$ cat src/rtl/seq_pkg.sv
// Types and constants shared by bit_serializer and sequence_detector.
package seq_pkg;

    typedef enum logic {
        IDLE  = 1'b0,
        SHIFT = 1'b1
    } ser_state_t;

    localparam logic SEQ_IDLE_LEVEL = 1'b0;

endpackage

$ cat src/rtl/bit_serializer.sv
// Parallel-to-serial feeder: one word per WIDTH cycles, gapless back-to-back streaming.
// Optional word_done last-bit pulse is enabled by defining SERIALIZER_DONE_EN.
module bit_serializer
    import seq_pkg::*;
#(
    parameter int unsigned WIDTH      = 8,
    parameter bit          MSB_FIRST  = 1'b1,
    parameter logic        IDLE_LEVEL = SEQ_IDLE_LEVEL
) (
    input  logic             clk,
    input  logic             reset_n,
    input  logic             clear,
    input  logic [WIDTH-1:0] word_in,
    input  logic             word_valid,
    output logic             word_ready,
    output logic             out_bit,
    output logic             out_valid
`ifdef SERIALIZER_DONE_EN
    ,
    output logic             word_done
`endif
);

    localparam int unsigned CNT_W = $clog2(WIDTH);

    ser_state_t       state_q, state_d;
    logic [WIDTH-1:0] shift_q, shift_d;
    logic [CNT_W-1:0] bit_cnt_q, bit_cnt_d;
    logic             out_bit_q, out_bit_d;
    logic             out_valid_q, out_valid_d;
    logic             accept;
    logic             last_bit;

    assign last_bit   = (bit_cnt_q == '0);
    assign word_ready = !clear && ((state_q == IDLE) || last_bit);
    assign accept     = word_valid && word_ready;
    assign out_bit    = out_bit_q;
    assign out_valid  = out_valid_q;

    always_comb begin
        state_d     = state_q;
        shift_d     = shift_q;
        bit_cnt_d   = bit_cnt_q;
        out_bit_d   = out_bit_q;
        out_valid_d = out_valid_q;

        if (clear) begin
            state_d     = IDLE;
            shift_d     = '0;
            bit_cnt_d   = '0;
            out_bit_d   = IDLE_LEVEL;
            out_valid_d = 1'b0;
        end else if (accept) begin
            // The first bit goes straight to the output register; the shift
            // register keeps the whole word and advances from here.
            state_d     = SHIFT;
            shift_d     = word_in;
            bit_cnt_d   = CNT_W'(WIDTH - 1);
            out_bit_d   = MSB_FIRST ? word_in[WIDTH-1] : word_in[0];
            out_valid_d = 1'b1;
        end else if (state_q == SHIFT) begin
            if (last_bit) begin
                state_d     = IDLE;
                shift_d     = '0;
                out_bit_d   = IDLE_LEVEL;
                out_valid_d = 1'b0;
            end else begin
                bit_cnt_d = bit_cnt_q - CNT_W'(1);
                if (MSB_FIRST) begin
                    shift_d   = {shift_q[WIDTH-2:0], 1'b0};
                    out_bit_d = shift_q[WIDTH-2];
                end else begin
                    shift_d   = {1'b0, shift_q[WIDTH-1:1]};
                    out_bit_d = shift_q[1];
                end
            end
        end
    end

    always_ff @(posedge clk or negedge reset_n) begin
        if (!reset_n) begin
            state_q     <= IDLE;
            shift_q     <= '0;
            bit_cnt_q   <= '0;
            out_bit_q   <= IDLE_LEVEL;
            out_valid_q <= 1'b0;
        end else begin
            state_q     <= state_d;
            shift_q     <= shift_d;
            bit_cnt_q   <= bit_cnt_d;
            out_bit_q   <= out_bit_d;
            out_valid_q <= out_valid_d;
        end
    end

`ifdef SERIALIZER_DONE_EN
    logic word_done_q, word_done_d;

    // Counter at 1 means the next cycle carries the last bit; no accept can
    // happen at that edge because word_ready is low.
    assign word_done_d = !clear && (state_q == SHIFT) && (bit_cnt_q == CNT_W'(1));
    assign word_done   = word_done_q;

    always_ff @(posedge clk or negedge reset_n) begin
        if (!reset_n) begin
            word_done_q <= 1'b0;
        end else begin
            word_done_q <= word_done_d;
        end
    end
`endif

endmodule

$ cat config.mk
export PLATFORM = sky130hd
export DESIGN_NAME = bit_serializer
export DESIGN_NICKNAME = d
export VERILOG_FILES = /design/src/rtl/seq_pkg.sv /design/src/rtl/bit_serializer.sv
export SDC_FILE = /design/constraint.sdc
export NUM_CORES = 1
export LEC_CHECK = 0
export CAP_MARGIN = 20
export CORE_MARGIN = 5
export CORE_UTILIZATION = 43
export DETAILED_ROUTE_END_ITERATION = 8
export GPL_TIMING_DRIVEN = 0
export PLACE_DENSITY = 0.73
export RECOVER_POWER = 50
export SETUP_SLACK_MARGIN = 0.4
export SYNTH_ARGS = -nofsm -noshare
export SYNTH_HDL_FRONTEND = slang
export SYNTH_SLANG_ARGS = --single-unit
$ cat constraint.sdc
create_clock -name clk -period 1.6 [get_ports clk]
set_clock_uncertainty 0.15 [all_clocks]
set_input_delay 0.16 -clock clk [delete_from_list [all_inputs] [get_ports clk]]
set_output_delay 0.16 -clock clk [all_outputs]
set_load 0.02 [all_outputs]
Yosys cells after proc, flatten, opt, wreduce, memory -nomap -nowiden
Cells that the tools add are included.
- register bits: 13
- input port bits: 12
- word-level logic and storage cells: 37
- $add $sub $neg: 1
- equality and inequality tests: 1
- multiplexer cells: 20
- bitwise operators: 1
- reductions and logical operators: 9
- operators by type and width (kind ; number):
    $mux W7 ; 4
    $mux W1 ; 12
    $mux W3 ; 4
    $reduce_bool A3 Y1 ; 2
    $reduce_and A2 Y1 ; 2
    $logic_not A3 Y1 ; 1
    $ne A3 B3 Y1 const B ; 1
    $sub A3 B1 Y3 const B ; 1
    $logic_and A1 B1 Y1 ; 2
    $logic_not A1 Y1 ; 1
    $logic_or A1 B1 Y1 ; 1
    $not A1 Y1 ; 1

Longest topological paths before layout
Gate-level depths: netlist of run 1.
- word-level depth: 6
- depth in mapped cells: 6

Worst setup path before layout of run 1
Ideal clock, no wire load.
- path kind: register to output
- start point: register bit_cnt_q[0]
- end point: output port word_ready
- arrival: 1272 ps
- setup slack: 18 ps
- stages on the path, launching flop included: 7
- buffers on the path: 1
- path through: dfrtp_1 inv_1 ha_1 nand2b_4 buf_6 and2_1 nor2_1
- longest elaborated chain between the ends: 3
- RTL lines (what ; RTL line ; RTL):
    start: declaration ; bit_serializer.sv:28 ; logic [CNT_W-1:0] bit_cnt_q, bit_cnt_d;
    start signal: assignment ; bit_serializer.sv:90 ; bit_cnt_q <= bit_cnt_d;
    $logic_not A3 Y1 ; bit_serializer.sv:34 ; assign last_bit = (bit_cnt_q == '0);
    $logic_or A1 B1 Y1 ; bit_serializer.sv:35 ; assign word_ready = !clear && ((state_q == IDLE) || last_bit);
    $logic_and A1 B1 Y1 ; bit_serializer.sv:35 ;
    end: declaration ; bit_serializer.sv:15 ; output logic word_ready,
Every way passes these cells.

Worst setup path in the final report of run 1
Same ends and word-level chain as after synthesis.

==> results.tsv, run 1 <==
stage	metric	value	unit
run_status	status	complete, but fails checks	
run_status	failed_checks	negative setup slack	
synthesis	yosys.area.top_type	dfrtp_1	
synthesis	synth-main-ff-cell	dfrtp_1	
synthesis	synth_area_leaders	dfrtp_1 48%, a221o_1 10%, and2_1 7.4%	
timing	hold_viol	0	
critical_path	r2r_slack	-0.06	ns
clocking	tritoncts	built	
clocking	worstSkewPairLatency	0.28	ns
routing	via_per_inst	5.42	
pwr	powerDensity	839	nW/um^2
final_layout	drive_gt1_share	40.2	%
clocking	cts_root_buf	clkbuf_4	
critical_path	critPathRequiredTime	1.29	ns
critical_path	cp-endpoint	word_ready	
timing	layout_min_cycle_time	1.73	ns
timing	max_freq	0.579	GHz
critical_path	cp_max_fo	4	
timing	slew_viol_final	0	
synthesis	syn_avg_cell_area	11.4	sq um
timing	setup_viol	10	
final_layout	final_core_util	66.1	%
timing	postLayoutSetupSlackWorst	-0.127	ns
routing	wl_per_cell	15.0	um
floorplanning	io_pins	15	
critical_path	worstPathArrival	1.42	ns
place	io_buffers	13	
critical_path	worstSetupStartpointType	flop	
floorplanning	die_w	49.6	um
global_route	grt_overflow_total	0	
clocking	htreeDepth	1	
place	gp_congestion	0.721	
final_layout	area_delta_synth_final	46.0	%
timing	relSlewSlack	59.8	%
synthesis	synthXorXnorAreaFrac	1.30	%
floorplanning	die_y	49.6	um
synthesis	synth_compound_area_share	25.2	%
synthesis	yosys.area.top_type_share	48.2	%
worst_hold_path	hold_class	input pin to flop	
synthesis	ys_seq_area_share	48.2	%
critical_path	end_kind	output port	
final_layout	fin_nets	102	
critical_path	r2r-end	shift_q[2]	
synthesis	synth_common_cells	13 x dfrtp_1, 8 x and2_1, 7 x a221o_1, 4 x a211oi_1	
final_layout	num_antenna_cells	0	
floorplanning	rows	14	
routing	first_iter_violations	13	
synthesis	synth_top_family_by_area	compound AO/OA/AOI/OAI gates	
timing	setup-tns-final	-0.500	ns
synthesis	yosys.area_share.adder	3.71	%
floorplanning	die_area	2460	sq um
synthesis	synth_edf_count	0	
final_layout	nFillCells	98	
critical_path	reg2reg_from	bit_cnt_q[0]	
synthesis	ys_warn_count	0	
timing	rsz0062_at_grt	yes	
clocking	clock_path_buffers	2	
routing	wirelength	1.54	mm
clocking	holdBufCountCts	0	
synthesis	synth.most_common_cell	dfrtp_1	
timing	worstMarginPinSlew	0.601	ns
timing	fin_crit_sh	108	%
run	maxCapViolCount	0	
synthesis	synthArstFlopShare	100	%
critical_path	reg2regPathDepth	5	
routing	firstDrtPassIters	4	
synthesis	syn-instance-count	59	
global_route	grt_pass1_vias	570	
clocking	clk_pin_slew	0.07	ns
floorplanning	initial_core_util	45.3	%
pwr	p_leak	0.445	nW
critical_path	critPathKind	flop to output port	
synthesis	synth.net_count	73	
synthesis	synth-seq-cells	13	
critical_path	crit_start	bit_cnt_q[0]	
routing	vias	558	
synthesis	yosys-mux-area-fraction	0	%
global_route	antenna_found_initial	0	
synthesis	yosys.area_share.simple	16.7	%
synthesis	ys_types	21	
floorplanning	core-area	1490	sq um
global_route	grt_usage	13.8	%
clocking	cts_sinks	13	
routing	drtAntennaViolNets	0	
pwr	ir_drop	0.585	mV
clocking	cts_buffers	3	
synthesis	netlist_area	674	sq um
routing	drc	0	
global_route	grt_max_degree	14	
global_route	grt_pass1_wl	2.63	mm
==> cells in the final DEF, fill, tap and decap left out, drive strengths merged <==
cell type	instances
a31oi	2
a221o	7
a21boi	1
a211oi	5
nor2	3
nor3	1
dfrtp	13
clkdlybuf4s50	8
inv	3
nand2b	1
ha	2
dlygate4sd3	1
clkbuf	4
buf	17
a21oi	3
and2b	1
nor3b	1
and2	8
o21a	1
xnor2	1
dlygate4sd2	1
a21o	1
nand2	2
==> worst min-delay path by stage <==
stage / from / endpoint / cells after the start
after floorplan: reset_n / bit_cnt_q[0] / 0
after global placement: out_valid / out_valid / 1
after detailed placement: shift_q[6] / out_bit / 1
after CTS: clear / state_q / 2
after global routing: clear / bit_cnt_q[1] / 2
final: clear / bit_cnt_q[1] / 2
==> routing by layer <==
layer / vias up / global-route usage (%) / wire (um)
met1: 265 / 17.5 / 685
met2: 17 / 20.8 / 738
li1: 274 / - / -
met5: - / 0 / 0
met3: 2 / 6.63 / 111
met4: 0 / 3.93 / 6
==> critical path: stages (launching register included) <==
cell	delay [ns]
dfrtp_1	0.39
inv_2	0.08
ha_4	0.15
nand2b_4	0.05
buf_6	0.12
and2_4	0.16
nor2_4	0.07
buf_6	0.11
==> state kept, by name, indices dropped and copies added, names as in the netlist <==
signal     count
state_q        1
shift_q        7
bit_cnt_q      3
out_bit        1
out_valid      1
==> power breakdown <==
group	switching [mW]	total, mW	internal, mW
combinational	0.114	0.253	0.139
clock	0.104	0.201	0.0968
sequential	0.0172	0.372	0.355
==> final cells by class <==
| type | count | area, sq um | area share (%) |
|---|---|---|---|
| inverters | 3 | 11.3 | 1.14 |
| multi-input cells | 40 | 370 | 37.6 |
| flip-flops and latches | 13 | 325 | 33.0 |
| clock buffers | 4 | 26.3 | 2.67 |
| plain buffers | 3 | 21.3 | 2.16 |
| well taps | 16 | 20.0 | 2.03 |
| repair buffers | 24 | 210 | 21.3 |
==> kinds of logic after synthesis <==
group	Yosys count
flops	13
buf+inv	6
xor+xnor	1
compound gates	20
fa+ha+maj	2
simple gates	17
==> stage by stage <==
stage | setup slack [ns] | cells | cell area [sq um] | hold WS, ns | power (mW)
after CTS | -0.121 | 99 | 945 | 0.0722 | 0.811
after detailed placement | -0.376 | 88 | 847 | 0.338 | 0.565
after floorplan | 0.147 | 59 | 697 | -0.286 | 0.497
final | -0.127 | 103 | 985 | 0.0849 | 0.826
after global routing | -0.190 | 103 | 985 | 0.113 | 0.873
after global placement | -0.363 | 88 | 847 | 0.327 | 0.561
==> what timing repair did <==
| item | 4_1_cts | 5_1_grt |
|---|---|---|
| pin swaps | 5 | 4 |
| gates resized for setup | 21 | 3 |
| buffers inserted | 7 | 4 |
| endpoints found under the setup margin | 16 | 14 |
No activity file was read; power rests on OpenSTA's default activity.
==> run 2: changes to the inputs <==
--- a/config.mk
+++ b/config.mk
@@ -7,7 +7,7 @@
 export LEC_CHECK = 0
 export CAP_MARGIN = 20
 export CORE_MARGIN = 5
-export CORE_UTILIZATION = 43
+export CORE_UTILIZATION = 45
 export DETAILED_ROUTE_END_ITERATION = 8
 export GPL_TIMING_DRIVEN = 0
 export PLACE_DENSITY = 0.73
==> constraint.sdc (replaced) <==
create_clock -name clk -period 2.2 [get_ports clk]
set_clock_uncertainty 0.15 [all_clocks]
set_input_delay 0.22 -clock clk [delete_from_list [all_inputs] [get_ports clk]]
set_output_delay 0.22 -clock clk [all_outputs]
set_load 0.02 [all_outputs]
==> results.tsv, run 2 (same netlist as run 1, synthesis figures left out) <==
stage	metric	value	unit
run_status	status	finished, final reports clean	
worst_hold_path	worstHoldStart	clear	
clocking	htreeDepth	1	
global_route	grt_pass1_wl	2.42	mm
pwr	p_leak	0.405	nW
floorplanning	die_y	48.7	um
clocking	clock_path_buffers	2	
global_route	met2_usage	18.9	%
timing	worstMarginPinSlew	0.581	ns
clocking	cts_root_buf	clkbuf_4	
timing	rsz0062_at_grt	yes	
final_layout	top_regs	shift_q x7, bit_cnt_q x3	
place	gp_congestion	0.757	
pwr	combPwrFrac	26.4	%
timing	hold_viol	0	
global_route	top_usage_layer	met2	
global_route	grtUsageMet1	16.4	%
final_layout	layout_common_cells	13 x dfrtp_1, 11 x clkdlybuf4s50_1, 7 x and2_1, 7 x a221o_1, 5 x buf_4	
worst_hold_path	hold_depth	2	
floorplanning	io_pins	15	
final_layout	multi_input_area	339	sq um
timing	max_freq	0.545	GHz
timing	layout_min_cycle_time	1.84	ns
worst_hold_path	hold_path_end	shift_q[0]	
critical_path	reg2regPathDepth	7	
final_layout	nFillCells	138	
routing	wirelength	1.44	mm
timing	setup_viol	0	
clocking	clk_pin_slew	0.08	ns
critical_path	critPathRequiredTime	1.83	ns
routing	via_per_inst	5.60	
pwr	intPower	410	uW
floorplanning	die_w	48.7	um
routing	first_iter_violations	7	
final_layout	fin_nets	96	
floorplanning	initial_core_util	45.8	%
final_layout	largest_register_ffs	7	
global_route	antenna_found_initial	0	
global_route	grt_max_degree	14	
final_layout	regArea	325	sq um
routing	drc	0	
floorplanning	die_area	2370	sq um
clocking	worstSkewPairLatency	0.28	ns
timing	fin_crit_sh	83.4	%
place	dp.final_hpwl	948	um
final_layout	regMostFlops	shift_q	
critical_path	worstPathArrival	1.47	ns
critical_path	worstSetupStartpointType	flop	
critical_path	end_kind	output port	
timing	postLayoutSetupSlackWorst	0.364	ns
final_layout	area_delta_synth_final	35.3	%
place	pre_cts_slack	0.0957	ns
routing	drtAntennaViolNets	0	
run	maxCapViolCount	0	
clocking	cts_buffers	3	
final_layout	final_common_cell	dfrtp_1	
place	io_buffers	13	
critical_path	r2r-end	shift_q[6]	
pwr	share_clk_of_total_power	26.4	%
global_route	use_met3	5.52	%
global_route	grt_overflow_total	0	
floorplanning	rows	14	
timing	setup-tns-final	0	ns
global_route	grt_usage	12.7	%
pwr	switchingPower	162	uW
pwr	ir_drop	0.304	mV
timing	slew_viol_final	0	
clocking	cts_sinks	13	
critical_path	reg2reg_from	bit_cnt_q[0]	
timing	relSlewSlack	61.1	%
final_layout	num_antenna_cells	0	
critical_path	cp_max_fo	3	
global_route	grt_pass1_vias	547	
routing	vias	543	
pwr	powerDensity	628	nW/um^2
routing	wl_per_cell	14.8	um
routing	firstDrtPassIters	4	
floorplanning	core-area	1470	sq um
worst_hold_path	hold_class	input pin to flop	
pwr	p_seq_share	47.1	%
pwr	switching_share	28.4	%
final_layout	drive_gt1_share	24.7	%
critical_path	critPathKind	flop to output port	
critical_path	r2r_slack	0.39	ns
clocking	tritoncts	built	
[run 2: layout make-up]
class	instances	share of cell area [%]
inverters	3	1.23
repair buffers	18	18.5
clock buffers	4	2.88
well taps	16	2.19
plain buffers	3	2.33
flip-flops and latches	13	35.7
multi-input cells	40	37.2
[run 2: metrics by stage]
| stage | cells | utilization [%] | hold slack, ns | power [mW] | cell area (sq um) |
|---|---|---|---|---|---|
| detailed placement | 88 | 56.0 | 0.335 | 0.401 | 825 |
| CTS | 95 | 60.2 | 0.111 | 0.569 | 886 |
| finish | 97 | 62.0 | 0.141 | 0.573 | 912 |
| global route | 97 | 62.0 | 0.166 | 0.603 | 912 |
| floorplan | 59 | - | -0.226 | 0.352 | 674 |
| global placement | 88 | 56.0 | 0.328 | 0.398 | 825 |
[run 2: what timing repair did]
action | 4_1_cts | 5_1_grt
hold endpoints to repair | 0 | 0
endpoints found under the setup margin | 1 | 8
gates resized for setup | 10 | 3
pin swaps | 2 | 3
hold buffers | 0 | 0
buffers inserted | 3 | 2
[run 2: routing by layer]
layer / share of wire, % / up-vias
li1: - / 260
met1: 46 / 264
met2: 45 / 17
met3: 7.4 / 2
met4: 0.76 / 0
met5: 0 / -
[run 2: how the worst max path moves through the flow]
| stage | start | endpoint | slack (ns) | cells past startpoint |
|---|---|---|---|---|
| after floorplan | bit_cnt_q[0] | word_ready | 0.56 | 6 |
| after global placement | bit_cnt_q[0] | word_ready | 0.11 | 7 |
| final | bit_cnt_q[0] | word_ready | 0.36 | 7 |
| after CTS | bit_cnt_q[0] | word_ready | 0.37 | 7 |
| after detailed placement | bit_cnt_q[0] | word_ready | 0.1 | 7 |
| after global routing | bit_cnt_q[0] | word_ready | 0.29 | 7 |
[run 2: critical path: stages (launching register included)]
cell      delay [ns]
dfrtp_1         0.38
inv_1           0.14
ha_4            0.17
nand2b_4        0.05
buf_6           0.11
and2_4          0.16
nor2_4          0.07
buf_6           0.12
[run 2: power groups by stage]
stage | combinational [mW] | clock (mW) | sequential [mW]
6_report | 0.151 | 0.151 | 0.270
5_1_grt | 0.167 | 0.163 | 0.273
4_1_cts | 0.143 | 0.155 | 0.270
3_5_place_dp | 0.127 | 0 | 0.274
3_3_place_gp | 0.125 | 0 | 0.274
2_1_floorplan | 0.0766 | 0 | 0.276
==> run 3: changes to the inputs <==
==> constraint.sdc (replaced) <==
create_clock -name clk -period 1.7 [get_ports clk]
set_clock_uncertainty 0.15 [all_clocks]
set_input_delay 0.17 -clock clk [delete_from_list [all_inputs] [get_ports clk]]
set_output_delay 0.17 -clock clk [all_outputs]
set_load 0.02 [all_outputs]
==> results.tsv, run 3 (same netlist as run 1, synthesis figures left out) <==
stage	metric	value	unit
run_status	status	complete, but fails checks	
run_status	failed_checks	negative setup slack	
final_layout	top_regs	shift_q x7, bit_cnt_q x3	
final_layout	drive_gt1_share	36.9	%
critical_path	worstSetupStartpointType	flop	
clocking	htreeDepth	1	
routing	wl_per_cell	15.3	um
global_route	grt_pass1_wl	2.79	mm
critical_path	critPathKind	flop to output port	
timing	max_freq	0.578	GHz
global_route	grt_usage	14.9	%
timing	layout_min_cycle_time	1.73	ns
timing	setup_viol	1	
floorplanning	die_y	48.7	um
clocking	cts_sinks	13	
final_layout	final_common_cell	dfrtp_1	
critical_path	critPathRequiredTime	1.38	ns
critical_path	end_kind	output port	
place	dp.final_hpwl	950	um
timing	hold_viol	0	
final_layout	fin_nets	99	
floorplanning	rows	14	
clocking	cts_buffers	3	
timing	worstMarginPinSlew	0.594	ns
routing	wirelength	1.53	mm
timing	rsz0062_at_grt	yes	
global_route	grt_pass1_vias	607	
place	io_buffers	13	
pwr	p_leak	0.435	nW
floorplanning	core-area	1470	sq um
final_layout	multi_input_area	368	sq um
floorplanning	io_pins	15	
pwr	share_clk_of_total_power	24.2	%
routing	via_per_inst	5.40	
place	gp_congestion	0.736	
critical_path	cp_max_fo	2	
floorplanning	die_area	2370	sq um
clocking	clk_pin_slew	0.08	ns
run	maxCapViolCount	0	
final_layout	nFillCells	118	
timing	fin_crit_sh	102	%
floorplanning	die_w	48.7	um
timing	postLayoutSetupSlackWorst	-0.0303	ns
final_layout	final_core_util	66.4	%
clocking	tritoncts	built	
final_layout	largest_register_ffs	7	
clocking	cts_root_buf	clkbuf_4	
place	pre_cts_slack	-0.316	ns
clocking	worstSkewPairLatency	0.27	ns
final_layout	layout_common_cells	13 x dfrtp_1, 9 x clkdlybuf4s50_1, 7 x and2_1, 7 x a221o_1, 5 x buf_4	
pwr	intPower	556	uW
global_route	grt_overflow_total	0	
pwr	switchingPower	222	uW
final_layout	regArea	325	sq um
timing	relSlewSlack	60.3	%
final_layout	area_delta_synth_final	44.9	%
critical_path	worstPathArrival	1.41	ns
worst_hold_path	hold_class	input pin to flop	
place	placed_cells	88	
pwr	powerDensity	796	nW/um^2
final_layout	num_antenna_cells	0	
final_layout	regMostFlops	shift_q	
clocking	holdBufCountCts	0	
pwr	combPwrFrac	30.7	%
routing	first_iter_violations	6	
timing	setup-tns-final	-0.0303	ns
final_layout	fin_cells	100	
pwr	p_seq_share	45.1	%
global_route	grt_max_degree	14	
routing	firstDrtPassIters	2	
global_route	antenna_found_initial	0	
clocking	clock_path_buffers	2	
floorplanning	initial_core_util	45.8	%
routing	vias	540	
pwr	switching_share	28.5	%
pwr	ir_drop	0.527	mV
routing	drc	0	
pwr	finalPower	778	uW
timing	slew_viol_final	0	
routing	drtAntennaViolNets	0	
==> run 3: cell count changes in the layout (fill, tap and decap cells not counted), sizes merged <==
cell and change:
buf +3, clkbuf +2, clkdlybuf4s50 -2
==> run 3: worst max-delay path, stage by stage, from the launching register on <==
cell      delay [ns]
dfrtp_1         0.40
inv_2           0.08
ha_4            0.14
nand2b_4        0.05
buf_6           0.12
and2_4          0.16
nor2_4          0.07
buf_6           0.11
==> run 3: layer usage <==
layer	share of wire, %	routed length, um	vias to the layer above	GRT usage [%]
met2	48	738	11	22.8
li1	-	-	266	-
met4	0.65	10	0	6.73
met3	4.6	71	2	3.07
met5	0	0	-	0
met1	46	713	261	19.9
==> run 3: cell type report <==
cell class | instances | area share [%]
buffer | 3 | 2.18
clock buffer | 4 | 2.69
inverter | 3 | 1.15
multi-input combinational | 40 | 37.6
sequential | 13 | 33.3
tap | 16 | 2.05
timing repair buffer | 21 | 21.0
==> run 3: path summary, 6_finish.rpt <==
kind	start	to	slack (ns)	cells past startpoint
max in group asynchronous	reset_n	shift_q[0]	0.82	1
hold reg to reg	out_valid	out_valid	0.35	1
setup / recovery	bit_cnt_q[1]	word_ready	-0.03	7
setup reg to reg	bit_cnt_q[1]	shift_q[1]	0.04	8
hold / removal	clear	shift_q[0]	0.1	2
min in group asynchronous	reset_n	out_bit	0.18	1
==> run 3: repair_timing <==
item | 4_1_cts | 5_1_grt
resized for setup | 18 | 3
pin swaps | 12 | 3
setup buffers | 8 | 0
setup endpoints to repair | 16 | 16
==> run 3: power groups by stage <==
| stage | sequential, mW | clock, mW | combinational [mW] |
|---|---|---|---|
| 3_3_place_gp | 0.355 | 0 | 0.174 |
| 4_1_cts | 0.350 | 0.193 | 0.238 |
| 2_1_floorplan | 0.357 | 0 | 0.111 |
| 5_1_grt | 0.356 | 0.211 | 0.259 |
| 3_5_place_dp | 0.356 | 0 | 0.178 |
| 6_report | 0.351 | 0.188 | 0.238 |
==> run 3: through the flow <==
| step | area [sq um] | hold slack (ns) |
|---|---|---|
| finish | 977 | 0.0997 |
| global route | 977 | 0.121 |
| CTS | 986 | 0.0954 |
| detailed placement | 852 | 0.334 |
| global placement | 852 | 0.326 |
| floorplan | 702 | -0.276 |
